File: config.mk
export PLATFORM = sky130hd
export DESIGN_NAME = axi_burst_master
export DESIGN_NICKNAME = d
export VERILOG_FILES = /design/src/rtl/axi_pkg.sv /design/src/rtl/axi_wdog.sv /design/src/rtl/axi_burst_master.sv
export SDC_FILE = /design/constraint.sdc
export NUM_CORES = 1
export LEC_CHECK = 0
export ABC_AREA = 1
export CORE_AREA = 2 2 115 117
export DETAILED_ROUTE_END_ITERATION = 12
export DIE_AREA = 0 0 117 119
export PLACE_DENSITY = 0.78
export SLEW_MARGIN = 0
export SYNTH_ARGS = -nofsm -noshare
export SYNTH_HDL_FRONTEND = slang
export SYNTH_SLANG_ARGS = --single-unit
File: constraint.sdc
create_clock -name sys_clk -period 4.59 [get_ports sys_clk]
set_clock_uncertainty 0.05 [all_clocks]
set_input_delay 0.918 -clock sys_clk [delete_from_list [all_inputs] [get_ports sys_clk]]
set_output_delay 0.918 -clock sys_clk [all_outputs]
set_load 0.03 [all_outputs]
File: src/rtl/axi_pkg.sv
`default_nettype none
// +------------------------------------------------------------------+
// | axi_pkg : shared widths, master FSM states and master id codes   |
// | Rev 1.0                                                          |
// +------------------------------------------------------------------+
package axi_pkg;

    localparam int ADDR_W = 32;
    localparam int DATA_W = 32;
    localparam int ID_W   = 4;
    localparam int LEN_W  = 8;

    typedef enum logic [2:0] {
        IDLE = 3'd0,
        AW   = 3'd1,
        W    = 3'd2,
        B    = 3'd3,
        AR   = 3'd4,
        R    = 3'd5
    } state_t;

    localparam logic [3:0] W_ID0 = 4'b0001;
    localparam logic [3:0] W_ID1 = 4'b0010;
    localparam logic [3:0] W_ID2 = 4'b0100;
    localparam logic [3:0] W_ID3 = 4'b1000;

endpackage
`default_nettype wire

File: src/rtl/axi_wdog.sv
`default_nettype none
// +------------------------------------------------------------------+
// | axi_wdog : clearable saturating idle counter with expiry flag    |
// | Rev 1.0                                                          |
// +------------------------------------------------------------------+
module axi_wdog #(
    parameter int TIMEOUT = 255
) (
    input  logic clk,
    input  logic rst,
    input  logic i_clr,
    input  logic i_en,
    output logic o_expired
);

    localparam int CNT_W = (TIMEOUT < 2) ? 1 : $clog2(TIMEOUT + 1);
    localparam logic [CNT_W-1:0] c_limit = CNT_W'(TIMEOUT);

    logic [CNT_W-1:0] r_cnt;

    // Clear wins over enable; the count parks at the limit.
    always_ff @(posedge clk or posedge rst) begin
        if (rst) begin
            r_cnt <= '0;
        end else if (i_clr) begin
            r_cnt <= '0;
        end else if (i_en && (r_cnt != c_limit)) begin
            r_cnt <= r_cnt + 1'b1;
        end
    end

    assign o_expired = (r_cnt == c_limit);

endmodule
`default_nettype wire

File: src/rtl/axi_burst_master.sv
`default_nettype none
// +------------------------------------------------------------------+
// | axi_burst_master : single-outstanding AXI burst read/write master|
// | Rev 1.0                                                          |
// +------------------------------------------------------------------+
module axi_burst_master #(
    parameter int ADDR_W  = axi_pkg::ADDR_W,
    parameter int DATA_W  = axi_pkg::DATA_W,
    parameter int ID_W    = axi_pkg::ID_W,
    parameter int LEN_W   = axi_pkg::LEN_W,
    parameter int TIMEOUT = 255
) (
    input  logic              sys_clk,
    input  logic              sys_rst,
    input  logic              cmd_valid,
    output logic              cmd_ready,
    input  logic              cmd_write,
    input  logic [ID_W-1:0]   cmd_id,
    input  logic [ADDR_W-1:0] cmd_addr,
    input  logic [LEN_W-1:0]  cmd_len,
    input  logic [DATA_W-1:0] wr_data,
    input  logic              wr_data_valid,
    output logic              wr_data_ready,
    output logic [DATA_W-1:0] rd_data,
    output logic              rd_valid,
    output logic              rd_last,
    input  logic              rd_ready,
    output logic              done_valid,
    output logic [ID_W-1:0]   done_id,
    output logic              done_err,
    output logic [ID_W-1:0]   awid,
    output logic [ADDR_W-1:0] awaddr,
    output logic [LEN_W-1:0]  awlen,
    output logic              awvalid,
    input  logic              awready,
    output logic [ID_W-1:0]   wid,
    output logic [DATA_W-1:0] wdata,
    output logic              wlast,
    output logic              wvalid,
    input  logic              wready,
    input  logic [ID_W-1:0]   bid,
    input  logic              bvalid,
    output logic              bready,
    output logic [ID_W-1:0]   arid,
    output logic [ADDR_W-1:0] araddr,
    output logic [LEN_W-1:0]  arlen,
    output logic              arvalid,
    input  logic              arready,
    input  logic [ID_W-1:0]   rid,
    input  logic [DATA_W-1:0] rdata,
    input  logic              rlast,
    input  logic              rvalid,
    output logic              rready
);
    import axi_pkg::*;

    state_t             r_state;
    state_t             w_next;
    logic [ID_W-1:0]    r_id;
    logic [ADDR_W-1:0]  r_addr;
    logic [LEN_W-1:0]   r_len;
    logic [LEN_W-1:0]   r_beat;
    logic               r_b_seen;
    logic               r_err;
    logic               r_live;
    logic               r_done_valid;
    logic               r_done_err;

    logic               w_accept;
    logic               w_w_hs;
    logic               w_r_hs;
    logic               w_last_beat;
    logic               w_r_beat_err;
    logic               w_done;
    logic               w_done_err;
    logic               w_wdog_clr;
    logic               w_wdog_en;
    logic               w_tmo;
    logic               w_unused;

    assign w_unused     = ^{bid, 1'b0};
    assign w_last_beat  = (r_beat == r_len);
    assign w_w_hs       = (r_state == W) && wr_data_valid && wready;
    assign w_r_hs       = (r_state == R) && rvalid && rd_ready;
    assign w_r_beat_err = (rlast != w_last_beat) || (rid != r_id);
    // r_live keeps cmd_ready low while reset is held; no command in the done cycle.
    assign cmd_ready    = (r_state == IDLE) && r_live && !r_done_valid;
    assign w_accept     = cmd_ready && cmd_valid;

    axi_wdog #(
        .TIMEOUT (TIMEOUT)
    ) u_wdog (
        .clk       (sys_clk),
        .rst       (sys_rst),
        .i_clr     (w_wdog_clr),
        .i_en      (w_wdog_en),
        .o_expired (w_tmo)
    );

    always_ff @(posedge sys_clk or posedge sys_rst) begin
        if (sys_rst) begin
            r_state <= IDLE;
        end else begin
            r_state <= w_next;
        end
    end

    // The write timer also counts the final W handshake cycle, so B expires TIMEOUT cycles after entry.
    always_comb begin
        w_next     = r_state;
        w_done     = 1'b0;
        w_done_err = 1'b0;
        w_wdog_clr = 1'b0;
        w_wdog_en  = 1'b0;
        case (r_state)
            IDLE: begin
                w_wdog_clr = 1'b1;
                if (w_accept) begin
                    w_next = cmd_write ? AW : AR;
                end
            end
            AW: begin
                w_wdog_clr = 1'b1;
                if (awready) begin
                    w_next = W;
                end
            end
            W: begin
                if (w_w_hs && w_last_beat) begin
                    w_next    = B;
                    w_wdog_en = 1'b1;
                end else begin
                    w_wdog_clr = 1'b1;
                end
            end
            B: begin
                if (r_b_seen || bvalid) begin
                    w_next = IDLE;
                    w_done = 1'b1;
                end else if (w_tmo) begin
                    w_next     = IDLE;
                    w_done     = 1'b1;
                    w_done_err = 1'b1;
                end else begin
                    w_wdog_en = 1'b1;
                end
            end
            AR: begin
                w_wdog_clr = 1'b1;
                if (arready) begin
                    w_next = R;
                end
            end
            R: begin
                if (w_r_hs) begin
                    w_wdog_clr = 1'b1;
                    if (w_last_beat) begin
                        w_next     = IDLE;
                        w_done     = 1'b1;
                        w_done_err = r_err || w_r_beat_err;
                    end
                end else if (w_tmo) begin
                    w_next     = IDLE;
                    w_done     = 1'b1;
                    w_done_err = 1'b1;
                end else begin
                    w_wdog_en = 1'b1;
                end
            end
            default: begin
                w_next = IDLE;
            end
        endcase
    end

    always_ff @(posedge sys_clk or posedge sys_rst) begin
        if (sys_rst) begin
            r_id         <= '0;
            r_addr       <= '0;
            r_len        <= '0;
            r_beat       <= '0;
            r_b_seen     <= 1'b0;
            r_err        <= 1'b0;
            r_live       <= 1'b0;
            r_done_valid <= 1'b0;
            r_done_err   <= 1'b0;
        end else begin
            r_live       <= 1'b1;
            r_done_valid <= w_done;
            r_done_err   <= w_done_err;
            if (w_accept) begin
                r_id     <= cmd_id;
                r_addr   <= cmd_addr;
                r_len    <= cmd_len;
                r_beat   <= '0;
                r_b_seen <= 1'b0;
                r_err    <= 1'b0;
            end
            // Beat holds at len on the final handshake so it never passes len.
            if ((w_w_hs || w_r_hs) && !w_last_beat) begin
                r_beat <= r_beat + 1'b1;
            end
            if (w_w_hs && w_last_beat && bvalid) begin
                r_b_seen <= 1'b1;
            end
            if (w_r_hs && w_r_beat_err) begin
                r_err <= 1'b1;
            end
        end
    end

    assign awvalid       = (r_state == AW);
    assign awid          = r_id;
    assign awaddr        = r_addr;
    assign awlen         = r_len;

    assign wvalid        = (r_state == W) && wr_data_valid;
    assign wdata         = (r_state == W) ? wr_data : '0;
    assign wid           = r_id;
    assign wlast         = (r_state == W) && w_last_beat;
    assign wr_data_ready = (r_state == W) && wready;
    assign bready        = (r_state == W) || (r_state == B);

    assign arvalid       = (r_state == AR);
    assign arid          = r_id;
    assign araddr        = r_addr;
    assign arlen         = r_len;

    assign rready        = (r_state == R) && rd_ready;
    assign rd_valid      = (r_state == R) && rvalid;
    assign rd_data       = (r_state == R) ? rdata : '0;
    assign rd_last       = (r_state == R) && w_last_beat;

    assign done_valid    = r_done_valid;
    assign done_id       = r_id;
    assign done_err      = r_done_err;

endmodule
`default_nettype wire

Word level (Yosys, flattened, before mapping) --
Cells that the tools add are included.
Cells by class: equality and inequality tests 15, mux-type cells 36, $add $sub $neg 2, reduce and logical (&&, ||, !) cells 30
Operators with widths (count):
- 32-bit 2-to-1 mux | 2
- 8-bit 2-to-1 mux | 4
- 3-bit 2-to-1 mux | 9
- 3-bit one-hot mux with 6 select lines | 1
- 8-bit by 1-bit adder with 8-bit output, second input constant | 2
- 1-bit logical AND | 16
- 1-bit 2-to-1 mux | 16
- 8-bit == test | 1
- 8-bit == test, second input constant | 1
- 8-bit != test, second input constant | 1
- 2-bit nonzero test | 4
- 3-bit by 2-bit == test with 1-bit output, second input constant | 2
- 3-bit == test, second input constant | 2
- 2-bit by 1-bit != test with 1-bit output, second input constant | 3
- 1-bit one-hot mux with 3 select lines | 2
- 1-bit logical OR | 5
- 5-bit AND reduction | 1
- 4-bit != test | 1
- 1-bit one-hot mux with 2 select lines | 2
- 3-bit by 1-bit == test with 1-bit output, second input constant | 1
- 3-bit logical NOT | 1
- 3-bit != test, second input constant | 1
- 3-bit OR reduction | 1
- 1-bit logical NOT | 2
- 2 further kinds | 2
Word-level totals: word-level logic and storage cells 94, bits of input ports 128, output and inout bits 172, flip-flop bits (word level) 68

Depth between registers and ports, before layout --
Gate-level depths: netlist of the first run.
depth after elaboration 9, gate-level depth with buffers 12, mapped depth without buffers 12

Hierarchy --
From an unflattened synthesis of the first run, not the netlist that was laid out.
Second synthesis, totals: cell total of the unflattened synthesis 614, area, all modules 4217.8 um^2
Modules (own cells, without submodules):
- axi_burst_master | cells an instance 545, seq. area each 1501.4 um^2, area each 3711.1 um^2, times used 1
- axi_wdog | cells an instance 69, seq. area each 200.2 um^2, area each 506.7 um^2, times used 1

Worst setup path before layout of the first run --
Ideal clock, no wire load.
kind reg-to-output, start reg r_len[7] (netlist: arlen[7]), end out rd_last, cell stages (with the launch flop) 6, arrival 1.451 ns, data required time 3.622 ns, setup slack 2.171 ns, path buffers 0, cells stage by stage dfrtp_1 -> xnor2_1 -> nand2_1 -> nor2_1 -> nand2_1 -> nor2_1
Between the ends: cells in the longest elaborated chain, start to end 2
Ends and longest elaborated chain:
- start, declared | RTL line axi_burst_master.sv:61 | logic [LEN_W-1:0] r_len;
- start signal, assigned | RTL line axi_burst_master.sv:194 | r_len <= cmd_len;
- 8-bit == test | RTL line axi_burst_master.sv:82 | assign w_last_beat = (r_beat == r_len);
- 1-bit logical AND | RTL line axi_burst_master.sv:232 | assign rd_last = (r_state == R) && w_last_beat;
- end, declared | RTL line axi_burst_master.sv:26 | output logic rd_last,
Every way passes these cells.

Worst setup path in the final report of the first run --
start in wr_data[0], end out wdata[0]
Between the ends: cells in the longest elaborated chain, start to end 1
Ends and longest elaborated chain:
- start, declared | RTL line axi_burst_master.sv:21 | input logic [DATA_W-1:0] wr_data,
- 32-bit 2-to-1 mux | RTL line axi_burst_master.sv:218 | assign wdata = (r_state == W) ? wr_data : '0;
- end, declared | RTL line axi_burst_master.sv:37 | output logic [DATA_W-1:0] wdata,
Every way passes these cells.

==> impl_metrics.ini, run 1 <==
[run_status]
status = complete, no violations

[layout]
antenna_cells = 0
area_growth_pct = 72.0
final_common_cell = clkdlybuf4s50_1
layout-drive-gt1-share = 0.0435
layout_common_cells = clkdlybuf4s50_1, nand2_1, inv_1, nor2_1, dfrtp_1
stdcell_count = 1026
fin_nets = 976

[detailed_routing]
drc_errors = 0
drtAntennaViolNets = 0
vias = 4394
wl_um = 13000
vias_per_cell = 4.28
dr.pass1.iters = 4
wl_per_cell_um = 12.6
drt_iter0_markers = 179

[synth]
synthCells = 606
synth_seq_cells = 68
syn_area_per_cell_um2 = 6.96
yosysWarnings = 0
netlist_area_um2 = 4220
ys_types = 29
ys_seq_area_frac = 0.403
synth_nets = 736

[grt]
track_usage = 0.180
antenna_found_initial = 0
grt_pass1_wl_um = 19800
grt_max_degree = 54
gr-total-overflow = 0
grt_pass1_vias = 4070

[sta]
setup_viol = 0
maxSlewViolCount = 0
fin_tns_setup_ns = 0
layout_min_cycle_time_ns = 3.23
grt_setup_unrepaired = false
slew_headroom = 0.282
tightest_slew_ns = 1.08
timing.final.ws_setup_ns = 1.36
final_hold_viol_count = 0
timing.fmax_mhz = 309
period_share = 0.704

[placed_design]
numPortBuffers = 295
place_hpwl_um = 10200
pre_cts_ws_ns = 1.33
dp_cells = 1011
place.gp.congestion = 0.812

[floorplan]
core_um2 = 12900
ios = 300
fp.dieW_um = 117
die_y_um = 119
core.rowCount = 42
initial_core_util = 0.328
dieArea_um2 = 13900

[setup_path]
cp-start-kind = input port
required_ns = 3.62
cpMostUsedCell = clkdlybuf4s50_1
max_stage_delay_ns = 0.71
cp_slowest_cell = clkdlybuf4s50_1
crit_chain = clkdlybuf4s50_1 -> inv_1 -> nor2_1 -> clkdlybuf4s50_1
critical_path_buf_inv_count = 3
worstSetupPathType = input port to output port
crit_arrival_ns = 2.26
crit_path_max_fanout = 1
worst_setup_path_end_kind = output port
cp_top_family = buffers and inverters
r2r_slack_ns = 2.35

[job]
maxCapViolations = 0

[clock_network]
htreeDepth = 3
clk-insertion-delay-late_ns = 0.32
cts_tree = built
hold_buffers = 0
clock_path_buffers = 2
cts_sinks = 68
root_buffer = clkbuf_16
ctsResizeCount = 0
cts_setup_buffers = 0
cts_buffers = 9
clk_pin_slew_ns = 0.05

[power]
leakage_nw = 3.57
cellPowerDensity_nw_per_um2 = 649
max-vdd-ir-drop_v = 0.000468
p_sw_mw = 2.24
clkPwrFrac = 0.156
p_int_mw = 2.47
pwr-share-comb = 0.615
p_seq_frac = 0.229
p_sw_frac = 0.475

[min_path]
hp-class = flip-flop to flip-flop
-- final timing paths --
| path | from | endpoint | depth (start not counted) |
|---|---|---|---|
| worst max-delay path | wr_data[0] | wdata[0] | 4 |
| max in group asynchronous | sys_rst | r_b_seen | 3 |
| worst min register to register | r_err | r_err | 2 |
| worst min-delay path | r_err | r_err | 2 |
| min in group asynchronous | sys_rst | araddr[21] | 2 |
| worst max register to register | r_state[0] | r_beat[7] | 10 |
-- area by class of cell --
cell class	instances	area, um2
Clock inverter	4	73.8
Inverter	102	383
Multi-Input combinational cell	366	1650
Tap cell	176	220
Timing Repair Buffer	299	2980
Fill cell	1194	5620
Sequential cell	68	1700
Clock buffer	11	243
-- per-layer routing --
layer | routed length (um) | global-route usage | up-vias
met4 | 193 | 0.0441 | 0
met1 | 5060 | 0.209 | 1951
li1 | - | - | 2214
met2 | 6390 | 0.322 | 210
met5 | 0 | 0 | -
met3 | 1330 | 0.0534 | 19
-- through the flow --
step | instance area (um2) | power (mW) | util | hold slack [ns]
global placement | 6940 | 3.97 | 0.539 | 0.410
finish | 7260 | 4.71 | 0.564 | 0.440
global route | 7260 | 4.98 | 0.564 | 0.457
CTS | 7260 | 4.76 | 0.564 | 0.437
floorplan | 4220 | 3.02 | - | 0.396
detailed placement | 6940 | 4.00 | 0.539 | 0.420
-- power by group through the flow --
stage	registers [mW]	clock network [mW]	logic [mW]
2_1_floorplan	1.38	0	1.64
3_3_place_gp	1.08	0	2.89
3_5_place_dp	1.08	0	2.92
4_1_cts	1.08	0.749	2.93
5_1_grt	1.12	0.782	3.09
6_report	1.08	0.734	2.90
-- registers in the layout, indices dropped and copies added (netlist names) --
| name | cells |
|---|---|
| araddr | 32 |
| arlen | 8 |
| r_beat | 8 |
| u_wdog.r_cnt | 8 |
| arid | 4 |
| r_state | 3 |
| done_err | 1 |
| done_valid | 1 |
| r_b_seen | 1 |
| r_err | 1 |
| r_live | 1 |
-- cell usage after synthesis --
cell | number | area share
nand3_1 | 27 | 0.032
nor2_4 | 1 | 0.0027
o21ai_2 | 1 | 0.0021
nor3_4 | 2 | 0.0077
nand2_2 | 2 | 0.0030
a21oi_4 | 2 | 0.0077
a21oi_1 | 3 | 0.0036
nand2_1 | 190 | 0.17
buf_1 | 6 | 0.0053
nand4_1 | 5 | 0.0074
xor2_1 | 7 | 0.015
buf_2 | 5 | 0.0059
buf_4 | 53 | 0.094
inv_2 | 4 | 0.0036
conb_1 | 1 | 0.00089
nor2_1 | 87 | 0.077
nand3_4 | 1 | 0.0042
inv_1 | 98 | 0.087
buf_6 | 2 | 0.0053
nor3_1 | 3 | 0.0036
ha_1 | 2 | 0.0059
xnor2_1 | 10 | 0.021
o21ai_0 | 12 | 0.014
or2_2 | 2 | 0.0030
clkbuf_1 | 4 | 0.0036
dfrtp_1 | 68 | 0.40
nor4_1 | 1 | 0.0015
nor2_2 | 3 | 0.0044
o22ai_1 | 4 | 0.0059
-- kinds of logic (layout without fill, tap and decap cells) --
kind of cell | count (synthesis) | count (layout) | share of synthesized area
simple gates | 324 | 324 | 0.316
buf+inv | 172 | 416 | 0.205
compound gates | 22 | 22 | 0.0335
fa+ha+maj | 2 | 2 | 0.00593
xor+xnor | 17 | 17 | 0.0353
flops | 68 | 68 | 0.403
other cells | 1 | 1 | 0.000889
-- worst reg2reg max path, cell delays in order, from the launching register on --
cell and delay [ns]:
dfrtp_1 0.44, nand3_1 0.18, buf_4 0.35, nor2_2 0.09
nand2_1 0.15, inv_1 0.14, o21ai_2 0.28, nand2_1 0.22
inv_1 0.13, nand2_1 0.05, o21ai_0 0.07
No activity file was read; power rests on OpenSTA's default activity.
==> run 2: changes to the inputs <==
==> constraint.sdc (replaced) <==
create_clock -name sys_clk -period 3.22 [get_ports sys_clk]
set_clock_uncertainty 0.05 [all_clocks]
set_input_delay 0.644 -clock sys_clk [delete_from_list [all_inputs] [get_ports sys_clk]]
set_output_delay 0.644 -clock sys_clk [all_outputs]
set_load 0.03 [all_outputs]
==> run 2 against run 1 <==
  * Combinational power rose by 43%
  * Count of clock-buffer cells in the layout fell by 1
  * Via count fell by 0.30%
  * First-iteration DRC count rose by 1.7%
  * Highest routed layer unchanged
  * Sequential share of layout area barely moved
==> impl_metrics.ini, run 2 (same netlist as run 1, synthesis figures left out) <==
[clock_network]
clk-insertion-delay-late_ns = 0.33
hold_buffers = 0
clock_path_buffers = 2
cts_sinks = 68
cts_buffers = 9
ctsResizeCount = 0
cts_setup_buffers = 0
htreeDepth = 3
cts_tree = built
clk_pin_slew_ns = 0.06
root_buffer = clkbuf_16

[layout]
seqCellArea_um2 = 1700
area_growth_pct = 72.2
multiInputGateArea_um2 = 1650
largest_register_ffs = 32
layout_common_cells = clkdlybuf4s50_1, nand2_1, inv_1, nor2_1, dfrtp_1
antenna_cells = 0
final_common_cell = clkdlybuf4s50_1
layout-drive-gt1-share = 0.0447
design_area_um2 = 7270
fillCellCount = 1150
stdcell_count = 1027
fin_nets = 977

[detailed_routing]
wl_um = 13200
vias_per_cell = 4.27
drc_errors = 0
vias = 4381
drt_iter0_markers = 182
drtAntennaViolNets = 0
wl_per_cell_um = 12.8
dr.pass1.iters = 5

[setup_path]
crit_end = rd_last
worst_setup_path_end_kind = output port
r2r-start = r_state[0]
r2r_slack_ns = 0.94
cp-start-kind = flip-flop
required_ns = 2.53
crit_start = r_beat[2]
crit_arrival_ns = 2.24
rr_endpoint = r_beat[7]
crit_path_max_fanout = 6
worstSetupPathType = flip-flop to output port
ff2ff_path_depth = 10

[grt]
met2_usage = 0.322
gr-total-overflow = 0
antenna_found_initial = 0
grt_use_met1 = 0.209
busiest_layer = met2
use_met3 = 0.0514
grt_pass1_vias = 4149
track_usage = 0.182
grt_max_degree = 69
grt_pass1_wl_um = 20000

[floorplan]
core.rowCount = 42
core_um2 = 12900
die_y_um = 119
fp.dieW_um = 117
ios = 300
initial_core_util = 0.328
dieArea_um2 = 13900

[power]
max-vdd-ir-drop_v = 0.000576
leakage_nw = 3.57
p_seq_frac = 0.229
cellPowerDensity_nw_per_um2 = 923
p_sw_frac = 0.477
pwr-share-comb = 0.618
p_sw_mw = 3.20
p_int_mw = 3.51
clkPwrFrac = 0.153
power_mw = 6.71

[sta]
setup_viol = 0
fin_tns_setup_ns = 0
grt_setup_unrepaired = false
final_hold_viol_count = 0
tightest_slew_ns = 0.643
fin_hold_ws_ns = 0.445
slew_headroom = 0.567
layout_min_cycle_time_ns = 2.93
timing.fmax_mhz = 341
maxSlewViolCount = 0
period_share = 0.910

[run_status]
status = complete, no violations

[placed_design]
place_hpwl_um = 10300
place.gp.congestion = 0.830
dp_cells = 1012
dpl_cell_area_um2 = 6960
numPortBuffers = 295

[job]
maxCapViolations = 0

[min_path]
hold_depth = 2
hp-class = flip-flop to flip-flop
[run 2: power by group through the flow]
stage	registers, mW	logic, mW	clock network [mW]
4_1_cts	1.54	4.18	1.05
6_report	1.54	4.14	1.03
3_3_place_gp	1.54	4.12	0
2_1_floorplan	1.97	2.34	0
5_1_grt	1.58	4.41	1.09
3_5_place_dp	1.54	4.17	0
[run 2: metrics by stage]
stage | setup WS [ns] | utilization
floorplan | 0.814 | -
global placement | 0.522 | 0.541
detailed placement | 0.534 | 0.541
CTS | 0.284 | 0.564
global route | 0.130 | 0.564
finish | 0.291 | 0.564
[run 2: worst min path at each step]
stage,startpoint,endpoint,slack (ns)
finish,r_err,r_err,0.45
floorplan,r_b_seen,r_b_seen,0.40
detailed placement,r_err,r_err,0.43
CTS,r_err,r_err,0.44
global route,r_err,r_err,0.46
global placement,r_b_seen,r_b_seen,0.41
[run 2: critical path: stages, from the launching register on]
cell and delay [ns]:
dfrtp_1 0.45, xnor2_1 0.20, nand2_1 0.13, nor2_1 0.10, nand2_1 0.18, nor2_1 0.13, clkdlybuf4s50_1 0.71
[run 2: metal layers]
layer,vias up,part of all wire
li1,2216,-
met1,1939,0.40
met2,205,0.48
met3,21,0.098
met4,0,0.020
met5,-,0
[run 2: final cells by class]
| type | count | area share |
|---|---|---|
| clock inverters | 5 | 0.0107 |
| well taps | 176 | 0.0303 |
| clock buffers | 10 | 0.0315 |
| repair buffers | 300 | 0.413 |
| flip-flops and latches | 68 | 0.234 |
| multi-input cells | 366 | 0.227 |
| inverters | 102 | 0.0527 |
==> run 3: changes to the inputs <==
--- a/config.mk
+++ b/config.mk
@@ -6,9 +6,9 @@
 export NUM_CORES = 1
 export LEC_CHECK = 0
 export ABC_AREA = 1
-export CORE_AREA = 2 2 115 117
+export CORE_MARGIN = 3
+export CORE_UTILIZATION = 32
 export DETAILED_ROUTE_END_ITERATION = 12
-export DIE_AREA = 0 0 117 119
 export PLACE_DENSITY = 0.78
 export SLEW_MARGIN = 0
 export SYNTH_ARGS = -nofsm -noshare
==> constraint.sdc (replaced) <==
create_clock -name sys_clk -period 2.6 [get_ports sys_clk]
set_clock_uncertainty 0.05 [all_clocks]
set_input_delay 0.52 -clock sys_clk [delete_from_list [all_inputs] [get_ports sys_clk]]
set_output_delay 0.52 -clock sys_clk [all_outputs]
set_load 0.03 [all_outputs]
==> run 3 against run 2 <==
  * Total power up 21%
  * Count of clock-buffer cells in the layout fell by 1
  * Cell area fell by 2.4%
  * Final cell count did not move
  * Setup slack got worse by 0.18 ns
  * Worst hold slack worse by 0.0072 ns
  * Global-route usage down 0.17 points
  * Non-clock buffer count increased by 3
  * Critical path depth down 2
  * First-iteration DRC count decreased by 5.5%
  * Register-to-register slack got worse by 0.44 ns
  * Critical endpoint is now arvalid
  * Sequential share of layout area up 0.59 points
==> impl_metrics.ini, run 3 (same netlist as run 1, synthesis figures left out) <==
[run_status]
status = complete, no violations

[setup_path]
crit_path_max_fanout = 6
max_stage_delay_ns = 0.73
crit_chain = nor2_1 -> inv_1 -> nor2_1 -> clkdlybuf4s50_1
worstSetupPathType = flip-flop to output port
cp_slowest_cell = clkdlybuf4s50_1
required_ns = 2.03
critical_path_buf_inv_count = 2
crit_arrival_ns = 1.91
worst_setup_path_end_kind = output port
cp_top_family = buffers and inverters
cp-start-kind = flip-flop
cpMostUsedCell = nor2_1

[min_path]
hp-class = flip-flop to flip-flop

[sta]
grt_setup_unrepaired = false
maxSlewViolCount = 0
tightest_slew_ns = 0.545
setup_viol = 0
layout_min_cycle_time_ns = 2.48
timing.fmax_mhz = 403
fin_tns_setup_ns = 0
slew_headroom = 0.636
period_share = 0.956
timing.final.ws_setup_ns = 0.116
final_hold_viol_count = 0

[detailed_routing]
dr.pass1.iters = 4
drc_errors = 0
drtAntennaViolNets = 0
vias_per_cell = 4.27
wl_um = 13400
wl_per_cell_um = 13.1
drt_iter0_markers = 172
vias = 4383

[layout]
layout_common_cells = clkdlybuf4s50_1, nand2_1, inv_1, nor2_1, buf_4
fin_nets = 980
largest_register_ffs = 32
area_growth_pct = 68.0
multiInputGateArea_um2 = 1650
final_common_cell = clkdlybuf4s50_1
layout-drive-gt1-share = 0.132
seqCellArea_um2 = 1700
fillCellCount = 1169
antenna_cells = 0

[power]
leakage_nw = 3.71
power_mw = 8.11
max-vdd-ir-drop_v = 0.000761
cellPowerDensity_nw_per_um2 = 1140

[clock_network]
cts_sinks = 68
cts_buffers = 9
clock_path_buffers = 2
root_buffer = clkbuf_16
clk-insertion-delay-late_ns = 0.33
htreeDepth = 3
clk_pin_slew_ns = 0.06
cts_setup_buffers = 0
cts_tree = built

[grt]
track_usage = 0.180
grt_pass1_vias = 4313
antenna_found_initial = 0
grt_max_degree = 38
gr-total-overflow = 0
grt_pass1_wl_um = 21100

[floorplan]
core_um2 = 12800
ios = 300
fp.dieW_um = 121
dieArea_um2 = 14600
initial_core_util = 0.330
die_y_um = 121
core.rowCount = 41

[placed_design]
place_hpwl_um = 10700
place.gp.congestion = 0.802
pre_cts_ws_ns = 0.339
numPortBuffers = 295

[job]
maxCapViolations = 0
-- run 3: final timing paths --
| path | start | to | slack, ns | cells past startpoint |
|---|---|---|---|---|
| setup / recovery | r_state[0] | arvalid | 0.12 | 4 |
| hold / removal | r_b_seen | r_b_seen | 0.44 | 2 |
| setup reg to reg | r_state[0] | araddr[13] | 0.50 | 8 |
| hold reg to reg | r_b_seen | r_b_seen | 0.44 | 2 |
| max in group asynchronous | sys_rst | arlen[3] | 1.33 | 3 |
| min in group asynchronous | sys_rst | araddr[8] | 0.50 | 2 |
-- run 3: final cells by class --
class                           instances  area share
Inverter                              102      0.0540
Timing Repair Buffer                  303       0.404
Tap cell                              172      0.0304
Sequential cell                        68       0.240
Clock buffer                            9      0.0318
Multi-Input combinational cell        366       0.233
Clock inverter                          7     0.00706
-- run 3: through the flow --
step           cells   util  hold WS [ns]  instance area, um2
5_1_grt         1027  0.555         0.479                7090
3_3_place_gp    1011  0.533         0.413                6810
6_report        1027  0.555         0.438                7090
4_1_cts         1027  0.555         0.441                7090
2_1_floorplan    606      -         0.396                4220
3_5_place_dp    1011  0.533         0.426                6810
-- run 3: repair_timing --
| item | in CTS | in global routing |
|---|---|---|
| setup endpoints to repair | 1 | 0 |
| hold buffers | 0 | 0 |
| gates resized for setup | 1 | 0 |
-- run 3: layer usage --
metal,wire (um),track usage,part of all wire,vias to the layer above
li1,-,-,-,2218
met1,5240,0.210,0.39,1934
met2,6610,0.309,0.49,208
met3,1320,0.0589,0.098,23
met4,267,0.0666,0.020,0
met5,0,0,0,-
-- run 3: tightest hold or removal path, stage by stage (launching register included) --
cell	delay [ns]
dfrtp_1	0.35
nand2_1	0.05
o21ai_0	0.06
-- run 3: power by group --
| part | total [mW] | internal, mW | switching (mW) |
|---|---|---|---|
| Sequential | 1.91 | 1.47 | 0.440 |
| Combinational | 5.08 | 2.00 | 3.08 |
| Clock | 1.13 | 0.648 | 0.482 |
| Total | 8.11 | 4.11 | 4.00 |
